==> src/rtl/gx4000_rs232_uart_if.sv <==
// CPU-side byte/strobe/status bundle between the RS232 I/O register block and
// the serial line engine.
interface gx4000_rs232_uart_if;
    logic [7:0] tx_data;
    logic       tx_wr;
    logic       tx_busy;
    logic       tx_overflow;
    logic       tx_clr;
    logic [7:0] rx_data;
    logic       rx_valid;
    logic       rx_ack;
    logic       rx_overrun;
    logic       rx_frame_err;

    modport master (
        output tx_data, tx_wr, tx_clr, rx_ack,
        input  tx_busy, tx_overflow, rx_data, rx_valid, rx_overrun, rx_frame_err
    );

    modport slave (
        input  tx_data, tx_wr, tx_clr, rx_ack,
        output tx_busy, tx_overflow, rx_data, rx_valid, rx_overrun, rx_frame_err
    );
endinterface

==> src/rtl/gx4000_rs232_uart.sv <==
// 8N1 RS232 line engine: holding-register transmitter with CTS gating and a
// mid-bit sampling receiver with a single-byte buffer driving RTS.
module gx4000_rs232_uart #(
    parameter int CLKS_PER_BIT = 16,
    parameter int CNT_W        = 16
) (
    input  logic                clk_sys,
    input  logic                reset,
    gx4000_rs232_uart_if.slave  bus,
    input  logic                rs232_cts,
    input  logic                rs232_rx,
    output logic                rs232_tx,
    output logic                rs232_rts
);
    localparam logic [CNT_W-1:0] CNT_LAST = CNT_W'(CLKS_PER_BIT - 1);
    localparam logic [CNT_W-1:0] CNT_MID  = CNT_W'(CLKS_PER_BIT / 2 - 1);
    localparam logic [CNT_W-1:0] CNT_ONE  = CNT_W'(1);

    typedef enum logic [1:0] {ST_IDLE, ST_START, ST_DATA, ST_STOP} state_t;

    // Bit 0 = rx, bit 1 = cts; both idle high so reset to 1
    logic [1:0] async_in;
    logic [1:0] sync_out;
    assign async_in = {rs232_cts, rs232_rx};

    genvar gi;
    generate
        for (gi = 0; gi < 2; gi++) begin : g_sync
            logic meta_reg;
            logic out_reg;
            always_ff @(posedge clk_sys or posedge reset) begin
                if (reset) begin
                    meta_reg <= 1'b1;
                    out_reg  <= 1'b1;
                end else begin
                    meta_reg <= async_in[gi];
                    out_reg  <= meta_reg;
                end
            end
            assign sync_out[gi] = out_reg;
        end
    endgenerate

    logic rx_s;
    logic cts_s;
    assign rx_s  = sync_out[0];
    assign cts_s = sync_out[1];

    // ---------------- transmit holding register ----------------
    logic       tx_busy_reg;
    logic       tx_overflow_reg;
    logic [7:0] tx_hold_reg;
    logic       tx_load;
    logic       tx_take;

    assign tx_load = bus.tx_wr & ~tx_busy_reg;

    always_ff @(posedge clk_sys or posedge reset) begin
        if (reset) begin
            tx_busy_reg     <= 1'b0;
            tx_overflow_reg <= 1'b0;
            tx_hold_reg     <= 8'h00;
        end else begin
            if (tx_load) begin
                tx_hold_reg <= bus.tx_data;
                tx_busy_reg <= 1'b1;
            end else if (tx_take) begin
                tx_busy_reg <= 1'b0;
            end
            if (bus.tx_wr & tx_busy_reg)
                tx_overflow_reg <= 1'b1;
            else if (bus.tx_clr)
                tx_overflow_reg <= 1'b0;
        end
    end

    // ---------------- transmit FSM ----------------
    state_t           tx_state_reg, tx_state_next;
    logic [CNT_W-1:0] tx_cnt_reg, tx_cnt_next;
    logic [2:0]       tx_bit_reg, tx_bit_next;
    logic [7:0]       tx_shift_reg, tx_shift_next;
    logic             tx_line_reg, tx_line_next;
    logic             tx_cnt_last;

    assign tx_cnt_last = (tx_cnt_reg == CNT_LAST);
    // Frame boundary also counts as idle so back-to-back bytes need no gap
    assign tx_take = tx_busy_reg & cts_s &
                     ((tx_state_reg == ST_IDLE) | ((tx_state_reg == ST_STOP) & tx_cnt_last));

    always_ff @(posedge clk_sys or posedge reset) begin
        if (reset) begin
            tx_state_reg <= ST_IDLE;
            tx_cnt_reg   <= '0;
            tx_bit_reg   <= 3'd0;
            tx_shift_reg <= 8'h00;
            tx_line_reg  <= 1'b1;
        end else begin
            tx_state_reg <= tx_state_next;
            tx_cnt_reg   <= tx_cnt_next;
            tx_bit_reg   <= tx_bit_next;
            tx_shift_reg <= tx_shift_next;
            tx_line_reg  <= tx_line_next;
        end
    end

    always_comb begin
        tx_state_next = tx_state_reg;
        tx_cnt_next   = tx_cnt_last ? '0 : tx_cnt_reg + CNT_ONE;
        tx_bit_next   = tx_bit_reg;
        tx_shift_next = tx_shift_reg;
        unique case (tx_state_reg)
            ST_IDLE: begin
                tx_cnt_next = '0;
                if (tx_take) begin
                    tx_state_next = ST_START;
                    tx_shift_next = tx_hold_reg;
                end
            end
            ST_START: if (tx_cnt_last) tx_state_next = ST_DATA;
            ST_DATA: begin
                if (tx_cnt_last) begin
                    tx_shift_next = {1'b0, tx_shift_reg[7:1]};
                    tx_bit_next   = tx_bit_reg + 3'd1;
                    if (tx_bit_reg == 3'd7) tx_state_next = ST_STOP;
                end
            end
            ST_STOP: begin
                if (tx_take) begin
                    tx_state_next = ST_START;
                    tx_shift_next = tx_hold_reg;
                end else if (tx_cnt_last) begin
                    tx_state_next = ST_IDLE;
                end
            end
            default: tx_state_next = ST_IDLE;
        endcase
    end

    always_comb begin
        tx_line_next = 1'b1;
        unique case (tx_state_reg)
            ST_START: tx_line_next = 1'b0;
            ST_DATA:  tx_line_next = tx_shift_reg[0];
            default:  tx_line_next = 1'b1;
        endcase
    end

    // ---------------- receive FSM ----------------
    state_t           rx_state_reg, rx_state_next;
    logic [CNT_W-1:0] rx_cnt_reg, rx_cnt_next;
    logic [2:0]       rx_bit_reg, rx_bit_next;
    logic [7:0]       rx_shift_reg, rx_shift_next;
    logic             rx_cnt_last;
    logic             rx_done;

    assign rx_cnt_last = (rx_cnt_reg == CNT_LAST);

    always_ff @(posedge clk_sys or posedge reset) begin
        if (reset) begin
            rx_state_reg <= ST_IDLE;
            rx_cnt_reg   <= '0;
            rx_bit_reg   <= 3'd0;
            rx_shift_reg <= 8'h00;
        end else begin
            rx_state_reg <= rx_state_next;
            rx_cnt_reg   <= rx_cnt_next;
            rx_bit_reg   <= rx_bit_next;
            rx_shift_reg <= rx_shift_next;
        end
    end

    always_comb begin
        rx_state_next = rx_state_reg;
        rx_cnt_next   = rx_cnt_last ? '0 : rx_cnt_reg + CNT_ONE;
        rx_bit_next   = rx_bit_reg;
        rx_shift_next = rx_shift_reg;
        unique case (rx_state_reg)
            ST_IDLE: begin
                rx_cnt_next = '0;
                if (!rx_s) rx_state_next = ST_START;
            end
            ST_START: begin
                // Half-bit re-check rejects glitches and aligns to bit centres
                if (rx_cnt_reg == CNT_MID) begin
                    rx_cnt_next   = '0;
                    rx_state_next = rx_s ? ST_IDLE : ST_DATA;
                end
            end
            ST_DATA: begin
                if (rx_cnt_last) begin
                    rx_shift_next = {rx_s, rx_shift_reg[7:1]};
                    rx_bit_next   = rx_bit_reg + 3'd1;
                    if (rx_bit_reg == 3'd7) rx_state_next = ST_STOP;
                end
            end
            ST_STOP: if (rx_cnt_last) rx_state_next = ST_IDLE;
            default: rx_state_next = ST_IDLE;
        endcase
    end

    // ---------------- receive buffer ----------------
    logic [7:0] rx_data_reg, rx_data_next;
    logic       rx_valid_reg, rx_valid_next;
    logic       rx_overrun_reg, rx_overrun_next;
    logic       rx_frame_err_reg, rx_frame_err_next;
    logic       rts_reg;
    logic       rx_accept;
    logic       rx_consume;

    always_comb begin
        rx_done           = (rx_state_reg == ST_STOP) & rx_cnt_last;
        rx_accept         = rx_done & (~rx_valid_reg | bus.rx_ack);
        rx_consume        = bus.rx_ack & rx_valid_reg;
        rx_data_next      = rx_data_reg;
        rx_frame_err_next = rx_frame_err_reg;
        rx_valid_next     = rx_valid_reg;
        rx_overrun_next   = rx_overrun_reg;
        if (rx_accept) begin
            rx_data_next      = rx_shift_reg;
            rx_frame_err_next = ~rx_s;
            rx_valid_next     = 1'b1;
        end else if (rx_consume) begin
            rx_valid_next = 1'b0;
        end
        if (rx_done & ~rx_accept)
            rx_overrun_next = 1'b1;
        else if (rx_consume)
            rx_overrun_next = 1'b0;
    end

    always_ff @(posedge clk_sys or posedge reset) begin
        if (reset) begin
            rx_data_reg      <= 8'h00;
            rx_valid_reg     <= 1'b0;
            rx_overrun_reg   <= 1'b0;
            rx_frame_err_reg <= 1'b0;
            rts_reg          <= 1'b1;
        end else begin
            rx_data_reg      <= rx_data_next;
            rx_valid_reg     <= rx_valid_next;
            rx_overrun_reg   <= rx_overrun_next;
            rx_frame_err_reg <= rx_frame_err_next;
            rts_reg          <= ~rx_valid_next;
        end
    end

    assign bus.tx_busy      = tx_busy_reg;
    assign bus.tx_overflow  = tx_overflow_reg;
    assign bus.rx_data      = rx_data_reg;
    assign bus.rx_valid     = rx_valid_reg;
    assign bus.rx_overrun   = rx_overrun_reg;
    assign bus.rx_frame_err = rx_frame_err_reg;
    assign rs232_tx         = tx_line_reg;
    assign rs232_rts        = rts_reg;
endmodule

==> src/flat_wrapper.sv <==
// flat-port wrapper written by rule: the top's interface ports become plain ports
module gx4000_rs232_uart_flat 
#(
    parameter int CLKS_PER_BIT = 16,
    parameter int CNT_W        = 16
)
  (clk_sys, reset, rs232_cts, rs232_rx, rs232_tx, rs232_rts, bus_tx_data, bus_tx_wr, bus_tx_clr, bus_rx_ack, bus_tx_busy, bus_tx_overflow, bus_rx_data, bus_rx_valid, bus_rx_overrun, bus_rx_frame_err);
  gx4000_rs232_uart_if bus_i ();
  input  logic clk_sys;
  input  logic reset;
  input  logic rs232_cts;
  input  logic rs232_rx;
  output logic rs232_tx;
  output logic rs232_rts;
  input wire logic [$bits(bus_i.tx_data)-1:0] bus_tx_data;
  input wire logic [$bits(bus_i.tx_wr)-1:0] bus_tx_wr;
  input wire logic [$bits(bus_i.tx_clr)-1:0] bus_tx_clr;
  input wire logic [$bits(bus_i.rx_ack)-1:0] bus_rx_ack;
  output wire logic [$bits(bus_i.tx_busy)-1:0] bus_tx_busy;
  output wire logic [$bits(bus_i.tx_overflow)-1:0] bus_tx_overflow;
  output wire logic [$bits(bus_i.rx_data)-1:0] bus_rx_data;
  output wire logic [$bits(bus_i.rx_valid)-1:0] bus_rx_valid;
  output wire logic [$bits(bus_i.rx_overrun)-1:0] bus_rx_overrun;
  output wire logic [$bits(bus_i.rx_frame_err)-1:0] bus_rx_frame_err;
  assign bus_i.tx_data = bus_tx_data;
  assign bus_i.tx_wr = bus_tx_wr;
  assign bus_i.tx_clr = bus_tx_clr;
  assign bus_i.rx_ack = bus_rx_ack;
  assign bus_tx_busy = bus_i.tx_busy;
  assign bus_tx_overflow = bus_i.tx_overflow;
  assign bus_rx_data = bus_i.rx_data;
  assign bus_rx_valid = bus_i.rx_valid;
  assign bus_rx_overrun = bus_i.rx_overrun;
  assign bus_rx_frame_err = bus_i.rx_frame_err;
  gx4000_rs232_uart #(.CLKS_PER_BIT(CLKS_PER_BIT), .CNT_W(CNT_W)) u_core (.clk_sys(clk_sys), .reset(reset), .bus(bus_i), .rs232_cts(rs232_cts), .rs232_rx(rs232_rx), .rs232_tx(rs232_tx), .rs232_rts(rs232_rts));
endmodule
==> config.mk <==
export PLATFORM = sky130hd
export DESIGN_NAME = gx4000_rs232_uart_flat
export DESIGN_NICKNAME = d
export VERILOG_FILES = /design/src/rtl/gx4000_rs232_uart_if.sv /design/src/rtl/gx4000_rs232_uart.sv /design/src/flat_wrapper.sv
export SDC_FILE = /design/constraint.sdc
export NUM_CORES = 1
export LEC_CHECK = 0
export CORE_MARGIN = 5
export CORE_UTILIZATION = 37
export CTS_CLUSTER_SIZE = 8
export DETAILED_ROUTE_END_ITERATION = 12
export GPL_TIMING_DRIVEN = 0
export SLEW_MARGIN = 20
export SYNTH_ARGS = -nofsm -noshare
export SYNTH_HDL_FRONTEND = slang
export SYNTH_SLANG_ARGS = --single-unit
==> constraint.sdc <==
create_clock -name clk_sys -period 3.8 [get_ports clk_sys]
set_input_delay 0.95 -clock clk_sys [delete_from_list [all_inputs] [get_ports clk_sys]]
set_output_delay 0.95 -clock clk_sys [all_outputs]
set_load 0.1 [all_outputs]
# Word-level counts from Yosys, hierarchy flattened
# Cells that the tools add are included.
totals:
  reg_bits: 85
  inputBits: 15
op_classes:
  add_sub_neg: 4
  eq_ne: 22
  mux: 31
  n_bitwise: 16
  n_reduce_logical: 12
op_table:
  columns: ["cell", "count"]
  rows:
  - ["$mux W16", 4]
  - ["$add A16 B1 Y16 const B", 2]
  - ["$eq A16 B4 Y1 const B", 2]
  - ["$pmux W16 S2", 1]
  - ["$mux W2", 12]
  - ["$ne A2 B1 Y1 const B", 9]
  - ["$eq A16 B3 Y1 const B", 1]
  - ["$mux W8", 2]
  - ["$pmux W2 S4", 2]
  - ["$pmux W8 S2", 1]
  - ["$reduce_and A5 Y1", 2]
  - ["$and A1 B1 Y1", 9]
  - ["$eq A2 B2 Y1 const B", 4]
  - ["$mux W1", 8]
  - ["$reduce_bool A2 Y1", 4]
  - ["$add A3 B1 Y3 const B", 2]
  - ["$eq A3 B3 Y1 const B", 2]
  - ["$not A1 Y1", 5]
  - ["$eq A2 B1 Y1 const B", 2]
  - ["$logic_not A2 Y1", 2]
  - ["$reduce_and A2 Y1", 2]
  - ["$ne A3 B1 Y1 const B", 1]
  - ["$reduce_and A3 Y1", 1]
  - ["$ne A2 B2 Y1 const B", 1]
  - ["3 further kinds", 4]

# Logic depth before layout (Yosys ltp)
logic_depth:
  word_depth: 6
  mapped_depth: 7

# Least setup slack after synthesis
# Ideal clock, no wire load.
synth_path:
  path_type: "reg-to-reg"
  from: "register u_core.tx_cnt_reg[4]"
  to: "register u_core.tx_shift_reg[0]"
  t_arrival_ps: 2251
  required_ps: 3675
  setup_slack_ps: 1424
  stages_incl_launch_ff: 7
  path_cell_list: "dfrtp_1 > or4_4 > nor4_4 > nand4_1 > a311o_1 > buf_6 > mux2_4"
synth_via:
  elab_chain_cells: 6
synth_rtl:
  columns: ["item", "line", "rtl"]
  rows:
  - ["start: declaration", "gx4000_rs232_uart.sv:79", "logic [CNT_W-1:0] tx_cnt_reg, tx_cnt_next;"]
  - ["start signal: assignment", "gx4000_rs232_uart.sv:99", "tx_cnt_reg <= tx_cnt_next;"]
  - ["$eq A16 B4 Y1 (*)", "gx4000_rs232_uart.sv:85", "assign tx_cnt_last = (tx_cnt_reg == CNT_LAST);"]
  - ["$and A1 B1 Y1", "gx4000_rs232_uart.sv:88", "((tx_state_reg == ST_IDLE) | ((tx_state_reg == ST_STOP) & tx_cnt_last));"]
  - ["$or A1 B1 Y1", "gx4000_rs232_uart.sv:88", null]
  - ["$and A1 B1 Y1", "gx4000_rs232_uart.sv:87", "assign tx_take = tx_busy_reg & cts_s &"]
  - ["$ne A2 B1 Y1 (no line)", null, null]
  - ["$reduce_and A3 Y1 (no line) (*)", null, null]
  - ["end signal: assignment", "gx4000_rs232_uart.sv:101", "tx_shift_reg <= tx_shift_next;"]
  - ["end: declaration", "gx4000_rs232_uart.sv:81", "logic [7:0] tx_shift_reg, tx_shift_next;"]
# Every way passes the cells marked *; elsewhere a longest branch is shown, timed or not.
# A chain may end at the register's enable or synchronous reset.

# Worst setup path in the final report
layout_path:
  from: "register u_core.tx_busy_reg (netlist: u_core.bus.tx_busy)"
  to: "output port bus_tx_busy"
layout_lines:
  columns: ["item", "line", "rtl"]
  rows:
  - ["start: declaration", "gx4000_rs232_uart.sv:50", "logic tx_busy_reg;"]
  - ["start signal: assignment", "gx4000_rs232_uart.sv:60", "tx_busy_reg <= 1'b0;"]
  - ["start signal: assignment", "gx4000_rs232_uart.sv:66", "tx_busy_reg <= 1'b1;"]
  - ["start signal: assignment", "gx4000_rs232_uart.sv:68", "tx_busy_reg <= 1'b0;"]
  - ["end: declaration", "flat_wrapper.sv:19", "output wire logic [$bits(bus_i.tx_busy)-1:0] bus_tx_busy;"]
# No word-level cell between the ends.

==> tab_implementation.tex <==
\begin{tabular}{lr}
\hline
Metric & Value \\
\hline
\multicolumn{2}{l}{\textbf{Yosys}} \\
Synthesized instance count & about 320 \\
Portion of the post-synthesis area used by sequential elements & 55.5\% \\
Leading post-synthesis cells by cell area & sky130\_fd\_sc\_hd\_\_dfrtp\_1 51\%, sky130\_fd\_sc\_hd\_\_mux2\_2 10\%, sky130\_fd\_sc\_hd\_\_dfstp\_2 4.1\% \\
Proportion of synthesized flip-flops having asynchronous set or reset & 100\% \\
Post-synthesis cell type with the largest combined area & sky130\_fd\_sc\_hd\_\_dfrtp\_1 \\
Post-synthesis average cell area & about 12 um2 \\
Synthesis warning total & 0 \\
Share of the synthesized area in the top cell type & a little over 50\% \\
Net count of the mapped netlist & about 350 \\
Count of flip-flops with a built-in enable after synthesis & 0 \\
Mapped Area & between 3000 and 4000 um2 \\
Distinct cells, synth & 39 \\
Number of register bits inferred by synthesis & 85 \\
Most instantiated flip-flop cell in the synthesis netlist & sky130\_fd\_sc\_hd\_\_dfrtp\_1 \\
\multicolumn{2}{l}{\textbf{Clock network}} \\
Insertion delay to the later sink of the worst-skew pair & between 0.3 and 0.4 ns \\
Root buffer cell & sky130\_fd\_sc\_hd\_\_clkbuf\_8 \\
Cts hold-fix bufs & 0 \\
TritonCTS clock tree & yes \\
Number of post-CTS setup repair buffers & 0 \\
Quantity of gates resized following cts & 0 \\
Clock slew at reported path FFs & about 0.09 ns \\
Number of buffers created by CTS & 9 \\
Count of clock tree sinks & 85 \\
CTS H-tree lvls & 3 \\
Max Root-Sink Buffers & 2 \\
\multicolumn{2}{l}{\textbf{Pwr}} \\
Static leakage & just over 2 nW \\
Total power divided by cell area & around 640 nW/um2 \\
Peak supply drop & between 400 and 500 uV \\
\multicolumn{2}{l}{\textbf{Worst setup path}} \\
Worst endpoint required time & approximately 2.9 ns \\
Critical Path Source Type & flop \\
Kind of end point of the critical path & output port \\
Worst path buffer plus inverter count & 1 \\
Largest delay contributor family on the critical path & buffers and inverters \\
Worst stage delay on the critical path & 1.18 ns \\
Crit path depth & 1 \\
Maximum fanout along the worst path & 8 \\
Slowest-stage cell, CP & sky130\_fd\_sc\_hd\_\_clkdlybuf4s50\_1 \\
Signal arrival time at the worst endpoint & 2.00 ns \\
Path type of the worst setup path & flop to output port \\
Chain of cells forming the critical path & clkdlybuf4s50\_1 \\
Length in cells of the worst reg-to-reg path & 4 \\
\multicolumn{2}{l}{\textbf{Detailed routing}} \\
Post-detailed-route wirelength per cell & roughly 13 um \\
Antenna viol nets, final & 0 \\
Drt total wl & 6440 um \\
Number of remaining DRC errors & 0 \\
DRT Pass-1 Iters & 4 \\
Via-to-Cell Ratio & between 4 and 5 \\
Total via count in the routed design & $\sim$2400 \\
First-iteration detailed-routing DRC count & 91 \\
\multicolumn{2}{l}{\textbf{Floorplan}} \\
Ports & 30 \\
Site row count & 37 \\
Horizontal die dimension & 112 um \\
Placeable core area & between 10000 and 15000 um2 \\
Die outline height & between 100 and 150 um \\
Die area & approximately 13000 um2 \\
Initial Util & 37.6\% \\
\multicolumn{2}{l}{\textbf{Final layout}} \\
Diode count & 0 \\
Share of the core filled with cells & approximately 44\% \\
Net total in the final layout & 386 \\
Layout cells sized above 1 & between 20\% and 30\% \\
Count of fill cells added during filler insertion & $\sim$940 \\
Synth-to-layout area growth & 16.9\% \\
\multicolumn{2}{l}{\textbf{Global routing}} \\
Aggregate global-route resource usage & around 11\% \\
Wire length of the first global-routing pass & approximately 11000 um \\
GRT Residual Overflow & 0 \\
Pin count of the biggest net entering global routing & 46 \\
Number of global-route vias before repair & 2404 \\
Number of antenna violations at the first check in global routing & 0 \\
\multicolumn{2}{l}{\textbf{Worst hold path}} \\
Number of stages on the worst hold path & 0 \\
Worst min-delay path category & flop to flop \\
\multicolumn{2}{l}{\textbf{Timing}} \\
Final setup slack of the worst path & approximately 0.85 ns \\
Peak clock frequency supported by timing & 339 MHz \\
Post-route clock skew & 0.0113 ns \\
Setup repair after global routing missed its margin & false \\
Final clock period utilization by the worst path & a little under 80\% \\
Worst-case headroom to the max-slew limit & between 30\% and 40\% \\
Count of endpoints failing setup in the final report & 0 \\
Shortest clock period the worst path allows after layout & 2.95 ns \\
Slew at the pin closest to its max-slew limit & just under 1 ns \\
Final hold violations & 0 \\
Final-report max-slew violation count & 0 \\
\multicolumn{2}{l}{\textbf{Placed design}} \\
Post-placement worst setup slack & between 1 and 1.5 ns \\
DP Wirelength & approximately 4500 um \\
PortBufs & 29 \\
RePlAce Congestion & between 0.7 and 0.8 \\
\multicolumn{2}{l}{\textbf{Outcome}} \\
Run status & completed \\
\multicolumn{2}{l}{\textbf{Flow run}} \\
Maximum capacitance violations & 0 \\
\hline
\end{tabular}
-- where the power goes --
part | total [mW] | switching (mW) | leakage [nW] | internal (mW)
Sequential | 1.24 | 0.137 | 1.11 | 1.10
Combinational | 1.09 | 0.574 | 0.885 | 0.520
Clock | 0.549 | 0.298 | 0.0833 | 0.251
-- final timing paths --
kind                                                          start                                  to  slack, ns
worst max-delay path                 u_core.bus.tx_busy$_DFFE_PP0P_                         bus_tx_busy       0.85
worst min-delay path            u_core.g_sync[1].meta_reg$_DFF_PP1_              u_core.cts_s$_DFF_PP1_       0.36
worst max register to register      u_core.rx_cnt_reg[10]$_DFF_PP0_   u_core.bus.rx_data[2]$_DFFE_PP0P_       1.23
worst min register to register  u_core.g_sync[1].meta_reg$_DFF_PP1_              u_core.cts_s$_DFF_PP1_       0.36
max in group asynchronous                                     reset  u_core.g_sync[0].out_reg$_DFF_PP1_       2.14
min in group asynchronous                                     reset      u_core.bus.tx_busy$_DFFE_PP0P_       0.99
-- routing by layer --
metal | up-vias | routed length (um) | GRT usage [%]
met5 | - | 0 | 0
met4 | 0 | 177 | 6.73
met3 | 11 | 154 | 1.63
met2 | 23 | 2990 | 17.4
met1 | 1213 | 3120 | 14.4
li1 | 1186 | - | -
-- synthesized netlist by cell type (all sizes together) (2+ instances only) --
master	n
and4	4
nand2	16
xnor2	15
or2	2
or4	6
o21ai	8
a31oi	2
nor4	4
a21oi	4
inv	13
nor3	5
ha	11
nor2	37
buf	4
dfrtp	79
nand3	14
nand4	9
nor2b	3
and2	3
dfstp	6
clkbuf	5
and3	4
xor2	15
mux2	43
-- cells in the final DEF (no fill, tap or decap), types with 6 or more instances in the layout --
cell type,netlist,layout
sky130_fd_sc_hd__mux2_2,34,34
sky130_fd_sc_hd__dfstp_2,6,6
sky130_fd_sc_hd__clkbuf_1,5,8
sky130_fd_sc_hd__clkdlybuf4s50_1,0,29
sky130_fd_sc_hd__o21ai_0,7,7
sky130_fd_sc_hd__dfrtp_1,79,79
sky130_fd_sc_hd__mux2_4,8,8
sky130_fd_sc_hd__xnor2_1,15,15
sky130_fd_sc_hd__xor2_1,15,15
sky130_fd_sc_hd__inv_1,13,12
sky130_fd_sc_hd__nor2_1,37,37
sky130_fd_sc_hd__nand2_1,16,16
sky130_fd_sc_hd__clkbuf_8,0,10
sky130_fd_sc_hd__ha_1,11,11
sky130_fd_sc_hd__nand4_1,9,9
sky130_fd_sc_hd__nand3_1,14,14
-- cell type report --
class	instances	area [um2]	area share [%]
clock buffer	13	149	3.31
clock inverter	2	10.0	0.223
timing repair buffer	30	318	7.07
tap	136	170	3.79
multi-input combinational	212	1610	35.8
buffer	9	51.3	1.14
inverter	13	51.3	1.14
sequential	85	2130	47.5
-- kinds of logic (layout without fill, tap and decap cells) --
family / Yosys count / count (layout) / synth area share [%]
XOR/XNOR: 30 / 30 / 6.83
adder cells (fa/ha/maj): 11 / 11 / 3.58
AO/OA/AOI/OAI: 20 / 20 / 3.35
buffers and inverters: 22 / 67 / 2.60
multiplexers: 43 / 43 / 13.4
flip-flops: 85 / 85 / 55.5
AND/OR/NAND/NOR: 108 / 108 / 14.7
-- per-stage QoR --
stage	std cells	TNS (ns)	hold WS, ns	total power, mW	cell area (um2)
finish	500	0	0.359	2.88	4490
global route	500	0	0.364	3.07	4490
floorplan	319	0	0.345	2.13	3840
CTS	500	0	0.359	2.92	4490
detailed placement	485	0	0.347	2.36	4340
global placement	484	-58.18	0.346	2.33	4310
No activity file was read; power rests on OpenSTA's default activity.
